--- src/rtl/uart_pkg.sv ---
// rtl/uart_pkg.sv - shared state encoding and frame constants for the UART receiver
package uart_pkg;

    typedef enum logic [1:0] {
        IDLE,
        START,
        DATA,
        STOP
    } uart_state_t;

    // Eight data bits plus one parity bit are shifted in per frame.
    localparam int FRAME_BITS = 9;

endpackage

--- src/rtl/uart_baud_counter.sv ---
// rtl/uart_baud_counter.sv - bit-interval tick generator (half or full bit period)
module uart_baud_counter #(
    parameter int BIT_TICKS = 5208
) (
    input  logic clk_i,
    input  logic rst_i,
    input  logic clear_i,
    input  logic half_mode_i,
    output logic tick_o
);

    localparam int CW = $clog2(BIT_TICKS + 1);
    localparam logic [CW-1:0] FULL_LAST = CW'(BIT_TICKS - 1);
    localparam logic [CW-1:0] HALF_LAST = CW'(BIT_TICKS / 2 - 1);

    logic [CW-1:0] count_q;
    logic [CW-1:0] count_d;

    assign tick_o = (count_q == (half_mode_i ? HALF_LAST : FULL_LAST));

    // The counter restarts on its own tick so consecutive intervals are exactly BIT_TICKS long.
    always_comb begin
        count_d = count_q + 1'b1;
        if (clear_i || tick_o) begin
            count_d = '0;
        end
    end

    always_ff @(posedge clk_i) begin
        if (rst_i) begin
            count_q <= '0;
        end else begin
            count_q <= count_d;
        end
    end

endmodule

--- src/rtl/uart_receiver.sv ---
// rtl/uart_receiver.sv - start/8 data/parity/stop serial receiver with mid-bit sampling
module uart_receiver
    import uart_pkg::*;
#(
    parameter int BAUD_RATE  = 9600,
    parameter int CLOCK_FREQ = 50000000
) (
    input  logic       clk,
    input  logic       nRst,
    input  logic       enable,
    input  logic       Rx,
    output logic [7:0] data_out,
    output logic       data_ready,
    output logic [8:0] working_data,
    output logic [3:0] bits_received,
    output logic       receiving
);

    localparam int BIT_TICKS = CLOCK_FREQ / BAUD_RATE;
    localparam logic [3:0] LAST_BIT = 4'(FRAME_BITS - 1);

    uart_state_t state_q, state_d;
    logic [8:0]  wd_q, wd_d;
    logic [3:0]  bits_q, bits_d;
    logic        recv_q, recv_d;
    logic [7:0]  dout_q, dout_d;
    logic        drdy_q, drdy_d;
    logic        tick;

    uart_baud_counter #(
        .BIT_TICKS(BIT_TICKS)
    ) u_baud (
        .clk_i      (clk),
        .rst_i      (nRst),
        .clear_i    ((state_q == IDLE) || !enable),
        .half_mode_i(state_q == START),
        .tick_o     (tick)
    );

    always_comb begin
        state_d = state_q;
        wd_d    = wd_q;
        bits_d  = bits_q;
        dout_d  = dout_q;
        drdy_d  = 1'b0;
        if (!enable) begin
            state_d = IDLE;
            bits_d  = '0;
        end else begin
            case (state_q)
                IDLE: begin
                    if (!Rx) begin
                        state_d = START;
                        bits_d  = '0;
                        wd_d    = '0;
                    end
                end
                START: begin
                    if (tick) begin
                        state_d = Rx ? IDLE : DATA;
                    end
                end
                DATA: begin
                    if (tick) begin
                        wd_d   = {Rx, wd_q[8:1]};
                        bits_d = bits_q + 4'd1;
                        if (bits_q == LAST_BIT) begin
                            state_d = STOP;
                        end
                    end
                end
                STOP: begin
                    // A low stop bit is a framing error: the byte is dropped silently.
                    if (tick) begin
                        if (Rx) begin
                            dout_d = wd_q[7:0];
                            drdy_d = 1'b1;
                        end
                        state_d = IDLE;
                    end
                end
                default: state_d = IDLE;
            endcase
        end
        recv_d = (state_d != IDLE);
    end

    always_ff @(posedge clk) begin
        if (nRst) begin
            state_q <= IDLE;
            wd_q    <= '0;
            bits_q  <= '0;
            recv_q  <= 1'b0;
            dout_q  <= '0;
            drdy_q  <= 1'b0;
        end else begin
            state_q <= state_d;
            wd_q    <= wd_d;
            bits_q  <= bits_d;
            recv_q  <= recv_d;
            dout_q  <= dout_d;
            drdy_q  <= drdy_d;
        end
    end

    assign data_out      = dout_q;
    assign data_ready    = drdy_q;
    assign working_data  = wd_q;
    assign bits_received = bits_q;
    assign receiving     = recv_q;

endmodule

--- config.mk ---
export PLATFORM = sky130hd
export DESIGN_NAME = uart_receiver
export DESIGN_NICKNAME = d
export VERILOG_FILES = /design/src/rtl/uart_pkg.sv /design/src/rtl/uart_baud_counter.sv /design/src/rtl/uart_receiver.sv
export SDC_FILE = /design/constraint.sdc
export NUM_CORES = 1
export LEC_CHECK = 0
export ABC_CLOCK_PERIOD_IN_PS = 5700
export BUFFER_PORTS_ARGS = -buffer_cell sky130_fd_sc_hd__buf_4
export CORE_ASPECT_RATIO = 1.25
export CORE_MARGIN = 5
export CORE_UTILIZATION = 45
export CTS_CLUSTER_SIZE = 10
export DETAILED_ROUTE_END_ITERATION = 12
export MAX_ROUTING_LAYER = met4
export PLACE_DENSITY = 0.63
export SYNTH_ARGS = -nofsm -noshare
export SYNTH_HDL_FRONTEND = slang
export SYNTH_HIERARCHICAL = 1
export SYNTH_SLANG_ARGS = --single-unit
--- constraint.sdc ---
create_clock -name clk -period 5.7 [get_ports clk]
set_clock_uncertainty 0.2 [all_clocks]
set_input_delay 0.285 -clock clk [delete_from_list [all_inputs] [get_ports clk]]
set_output_delay 0.285 -clock clk [all_outputs]
set_load 0.02 [all_outputs]
# Word-level counts from Yosys, hierarchy flattened
# Cells that the tools add are included.
# W data, S select, Z words.
# word_totals
output_inout_bits	23
register_bits	38
inputBits	4
wordCells	47
# classes
bitwise_logic	3
addsub	2
eq_ne	7
n_reduce_logical	12
n_mux	16
# op_table
op	n
$mux W9	2
$pmux W9 S2	1
$mux W2	7
$add A13 B1 Y13 const B	1
$eq A13 B13 Y1	1
$mux W13	1
$mux W4	2
$pmux W2 S4	1
$pmux W4 S2	1
$reduce_and A4 Y1	2
$add A4 B1 Y4 const B	1
$eq A2 B2 Y1 const B	2
$eq A4 B4 Y1 const B	1
$reduce_bool A2 Y1	2
$reduce_or A2 Y1	2
$reduce_or A4 Y1	1
$not A1 Y1	3
$reduce_and A3 Y1	1
$eq A2 B1 Y1 const B	1
$logic_not A2 Y1	1
$logic_or A1 B1 Y1	2
$ne A2 B1 Y1 const B	1
$ne A2 B2 Y1 const B	1
$logic_not A1 Y1	1
$mux W1	1

# Logic depth before layout (Yosys ltp)
# logic_depth
depth_word	7
ltp_mapped	8
ltp_nobuf	6

# By module
# The synthesis kept the hierarchy.
# modules_own_cells
module	seq_area_each_um2	area_each_um2	cells_per_inst	n_inst
uart_receiver	500.5	1178.6	124	1
uart_baud_counter	260.2	629.4	68	1

# Worst setup path before layout
# No wires, ideal clock.
# synth_timing
kind	reg-to-reg
start	register state_q[0]
end	register wd_q[0] (netlist: working_data[0])
arrival_time_ns	2.108
setup_ns	0.071
n_path_buf	2
required_ns	5.429
path_stages_with_launch	9
slack_ns	3.321
period_less_slack_ns	2.379
path_cell_list	dfxtp_1 clkbuf_1 nor2b_1 mux2i_1 nor3_1 nand2_1 clkbuf_1 a2111oi_0 o21bai_1
# synth_between
elab_chain_cells	5
word_cells_on_any_way	10
classes_between	eq/ne: 5; mux: 2; reduce/logical: 3
# synth_lines
item	line	rtl
start, declared	uart_receiver.sv:22	uart_state_t state_q, state_d;
start signal, assigned	uart_receiver.sv:97	state_q <= state_d;
$eq A2 B1 Y1	uart_receiver.sv:36	.half_mode_i(state_q == START),
$mux W13	uart_baud_counter.sv:19	assign tick_o = (count_q == (half_mode_i ? HALF_LAST : FULL_LAST));
$eq A13 B13 Y1	uart_baud_counter.sv:19	
via tick	uart_receiver.sv:28	logic tick;
$ne A2 B1 Y1 (no line)	--	
$reduce_and A4 Y1 (no line)	--	
end signal, assigned	uart_receiver.sv:98	wd_q <= wd_d;
end, declared	uart_receiver.sv:23	logic [8:0] wd_q, wd_d;
# The timed path passes the listed nets, and every way through them passes these cells.
# A chain may end at the register's enable or synchronous reset.

# Worst setup path in the final report
# layout_timing
start	register state_q[0]
end	register dout_q[0] (netlist: data_out[0])
# layout_between
elab_chain_cells	4
word_cells_on_any_way	5
classes_between	eq/ne: 3; mux: 1; reduce/logical: 1
# layout_lines
item	line	rtl
$eq A2 B1 Y1	uart_receiver.sv:36	
$mux W13	uart_baud_counter.sv:19	
$eq A13 B13 Y1	uart_baud_counter.sv:19	
via tick	uart_receiver.sv:28	
$reduce_and A4 Y1 (no line)	--	
end signal, assigned	uart_receiver.sv:101	dout_q <= dout_d;
end, declared	uart_receiver.sv:26	logic [7:0] dout_q, dout_d;
# The timed path passes the listed nets, and every way through them passes these cells.

==> impl_metrics.toml <==
[run_status]
run_status = "complete, no violations"

[global_routing]
grt_overflow = 0
grt_start_max_net_pins = 25
first_global_vias = 1336
globalRouteTotalUtil = 0.149
globalRouteMet1Util = 0.164
layer_with_the_highest_usage_after_global_routing = "met2"
grt_util_met3 = 0.0415
number_of_antenna_violations_at_the_first_check_in_global_routing = 0
grtUsageMet2 = 0.249
grt_pass1_wl_um = 6040

[placed_design]
dp_hpwl_um = 2670
placement.cell_area_um2 = 2010
replace_congestion = 0.855
dp_slack_ns = 3.08
count_of_placed_standard_cells_including_taps = 261
port-buffer-count = 26

[worst_hold_path]
worstHoldStart = "nRst"
hold_class = "input pin to register"
hold_end = "u_baud/count_q[8]"
hold_depth = 2

[yosys]
mappedNetlistArea_um2 = 1810
synth_ff_type = "sky130_fd_sc_hd__dfxtp_1"
synth-edff-count = 0
postSynthRegisterBits = 38
share_of_yosys_cell_area_claimed_by_the_top_area_cell_type = 0.421
synth_async_sr_flop_share = 0
synthDominantAreaCellType = "sky130_fd_sc_hd__dfxtp_1"
netlist_top_cells_area = "sky130_fd_sc_hd__dfxtp_1 (42%), sky130_fd_sc_hd__mux2i_1 (8.9%), sky130_fd_sc_hd__nand2b_1 (7.3%), sky130_fd_sc_hd__a2111oi_0 (3.9%), sky130_fd_sc_hd__nor2_1 (3.5%)"
syn_nets = 199
postSynthCellCount = 192
synth_warnings = 6
synthMostInstantiatedCell = "sky130_fd_sc_hd__dfxtp_1"
post_synth_most_frequent_cells = "sky130_fd_sc_hd__dfxtp_1 (38), sky130_fd_sc_hd__nand2b_1 (21), sky130_fd_sc_hd__nor2_1 (17), sky130_fd_sc_hd__mux2i_1 (16), sky130_fd_sc_hd__nand3_1 (9)"
synthesis.area_per_instance_um2 = 9.42
ys_types = 35
yosysSeqAreaShare = 0.421

[detailed_routing]
detail_route.wirelength_um = 3530
vias_per_cell = 5.30
drtAntennaViolNets = 0
drt_iter0_markers = 40
drt_first_pass_iters = 4
vias = 1427
post_drt_wl_per_cell_um = 13.1
drc = 0

[pwr]
power.share.clock = 0.435
seq_power_share = 0.529
pwr_dens_nw_per_um2 = 239
combinationalPowerShare = 0.036
p_switching_uw = 103
totalPowerFinal_uw = 505
internal_power_uw = 402
max-vdd-ir-drop_v = 0.000150
p_leak_nw = 0.762
power.switching_fraction = 0.204

[layout]
post_layout_instance_area_um2 = 2120
diodes_inserted = 0
multi_input_comb_area_um2 = 965
layout-drive-gt1-share = 0.195
seq_area_um2 = 761
postLayoutCoreUtil = 0.550
fillerInstances = 362
fin_nets = 221
finalNonFillerCells = 269
area.growth.synth_to_final_pct = 17.0

[worst_setup_path]
cp_cell_sequence = "nor2b_1 -> mux2i_1 -> nor3_1 -> nand2_1 -> nor2b_1 -> mux2i_1"
startpoint_type = "register"
crit-reg2reg-capture = "data_out[0]"
arrival_time_of_the_worst_setup_path_ns = 2.65
crit_required_ns = 5.72
critical_path_class = "register to register"
critical_path_top_delay_cell = "sky130_fd_sc_hd__dfxtp_1"
rrSetupSlack_ns = 3.06
worst_r2r_startpoint = "state_q[0]"
register_to_register_path_depth = 6
critPathMaxStageDelay_ns = 0.53
cp-end-kind = "register"
timing.critical_path.fanout_max = 14

[sta]
clock.fmax_mhz = 379
final.setup.worst_slack_ns = 3.06
hold_ws_ns = 0.110
final_period_demand_of_the_worst_path_ns = 2.64
period_share = 0.462
rsz_0062_raised_after_global_routing = "false"
final_hold_vio_count = 0
setup_viol_count_final = 0
final_max_slew_viol_count = 0
timing.slew.headroom = 0.467
tightest_slew_ns = 0.795
setup_total_negative_slack_ns = 0

[floorplanning]
std_cell_rows = 25
start_util = 0.470
die_area_um2 = 5390
ioPinCount = 27
die_h_um = 80.9
core_area_um2 = 3850
dieWidth_um = 66.7

[cts]
clock_tree.htree_level_count = 2
clk_pin_slew_ns = 0.07
cts.sinks = 38
cts_tree = "yes"
post_cts.resized_instances = 0
cts_hold_buffers = 0
cts.path.max_buffers = 2
postCtsSetupBuffers = 0
clockRootBuffer = "sky130_fd_sc_hd__clkbuf_8"
worstSkewPairLatency_ns = 0.29
cts_inserted_buffers = 5

[job]
drv_cap = 0
## cells in the final DEF, fill, tap and decap left out, types with 2 or more instances in the layout
cell type / Yosys / routed
sky130_fd_sc_hd__o21bai_1: 8 / 8
sky130_fd_sc_hd__nor2_1: 17 / 17
sky130_fd_sc_hd__buf_4: 0 / 26
sky130_fd_sc_hd__and4bb_2: 2 / 2
sky130_fd_sc_hd__xnor2_1: 7 / 7
sky130_fd_sc_hd__nand3_1: 9 / 9
sky130_fd_sc_hd__nor2b_1: 4 / 4
sky130_fd_sc_hd__ha_1: 3 / 3
sky130_fd_sc_hd__nand4_1: 3 / 3
sky130_fd_sc_hd__clkbuf_8: 0 / 5
sky130_fd_sc_hd__nand2b_1: 21 / 21
sky130_fd_sc_hd__inv_1: 5 / 5
sky130_fd_sc_hd__mux2i_1: 16 / 16
sky130_fd_sc_hd__dfxtp_1: 38 / 38
sky130_fd_sc_hd__or3_1: 3 / 3
sky130_fd_sc_hd__clkinv_2: 0 / 2
sky130_fd_sc_hd__a2111oi_0: 8 / 8
sky130_fd_sc_hd__a21oi_1: 2 / 2
sky130_fd_sc_hd__nand2_1: 8 / 8
sky130_fd_sc_hd__nor3_1: 8 / 8
sky130_fd_sc_hd__xor2_1: 4 / 4
## sequential cells by signal, summed over array words and instances, names as in the netlist
| signal | count |
|---|---|
| data_out | 8 |
| u_baud/count_q | 13 |
| data_ready | 1 |
| receiving | 1 |
| bits_received | 4 |
| working_data | 9 |
| state_q | 2 |
## metal layers
layer | vias to the layer above | wire length, µm
met5 | - | 0
met4 | 0 | 80
met3 | 9 | 162
met2 | 34 | 1770
met1 | 672 | 1520
li1 | 712 | -
## power groups by stage
stage | Sequential [mW] | Clock [mW] | Combinational [mW]
3_3_place_gp | 0.273 | 0 | 0.0177
3_5_place_dp | 0.274 | 0 | 0.0180
2_1_floorplan | 0.273 | 0 | 0.0141
6_report | 0.267 | 0.220 | 0.0180
4_1_cts | 0.267 | 0.226 | 0.0179
5_1_grt | 0.268 | 0.244 | 0.0194
## area by class of cell
type                            instances  area share
Clock buffer                            5      0.0325
Sequential cell                        38       0.360
Clock inverter                          3      0.0189
Timing Repair Buffer                   26      0.0923
Inverter                                5     0.00887
Multi-Input combinational cell        138       0.456
Tap cell                               54      0.0319
## critical path: cells and delay by family, from the launching register on
kind             cells  cell delay, ns
flip-flops           1            0.53
AND/OR/NAND/NOR      4            1.46
multiplexers         2            0.38
## kinds of logic (layout without fill, tap and decap cells)
group	Yosys count	in the layout	share of synthesized area
AND/OR/NAND/NOR	84	84	0.266
multiplexers	16	16	0.0886
AO/OA/AOI/OAI	24	24	0.105
XOR/XNOR	11	11	0.0533
adder cells (fa/ha/maj)	3	3	0.0208
buffers and inverters	16	39	0.0457
flip-flops	38	38	0.421
## worst max-delay path by stage
stage,startpoint,endpoint,slack (ns)
2_1_floorplan,state_q[0],working_data[0],3.32
3_3_place_gp,state_q[0],working_data[8],3.18
3_5_place_dp,state_q[0],data_out[0],3.08
4_1_cts,state_q[0],data_out[0],3.04
5_1_grt,state_q[0],data_out[0],2.71
6_report,state_q[0],data_out[0],3.06
(Power assumes the default switching activity.)
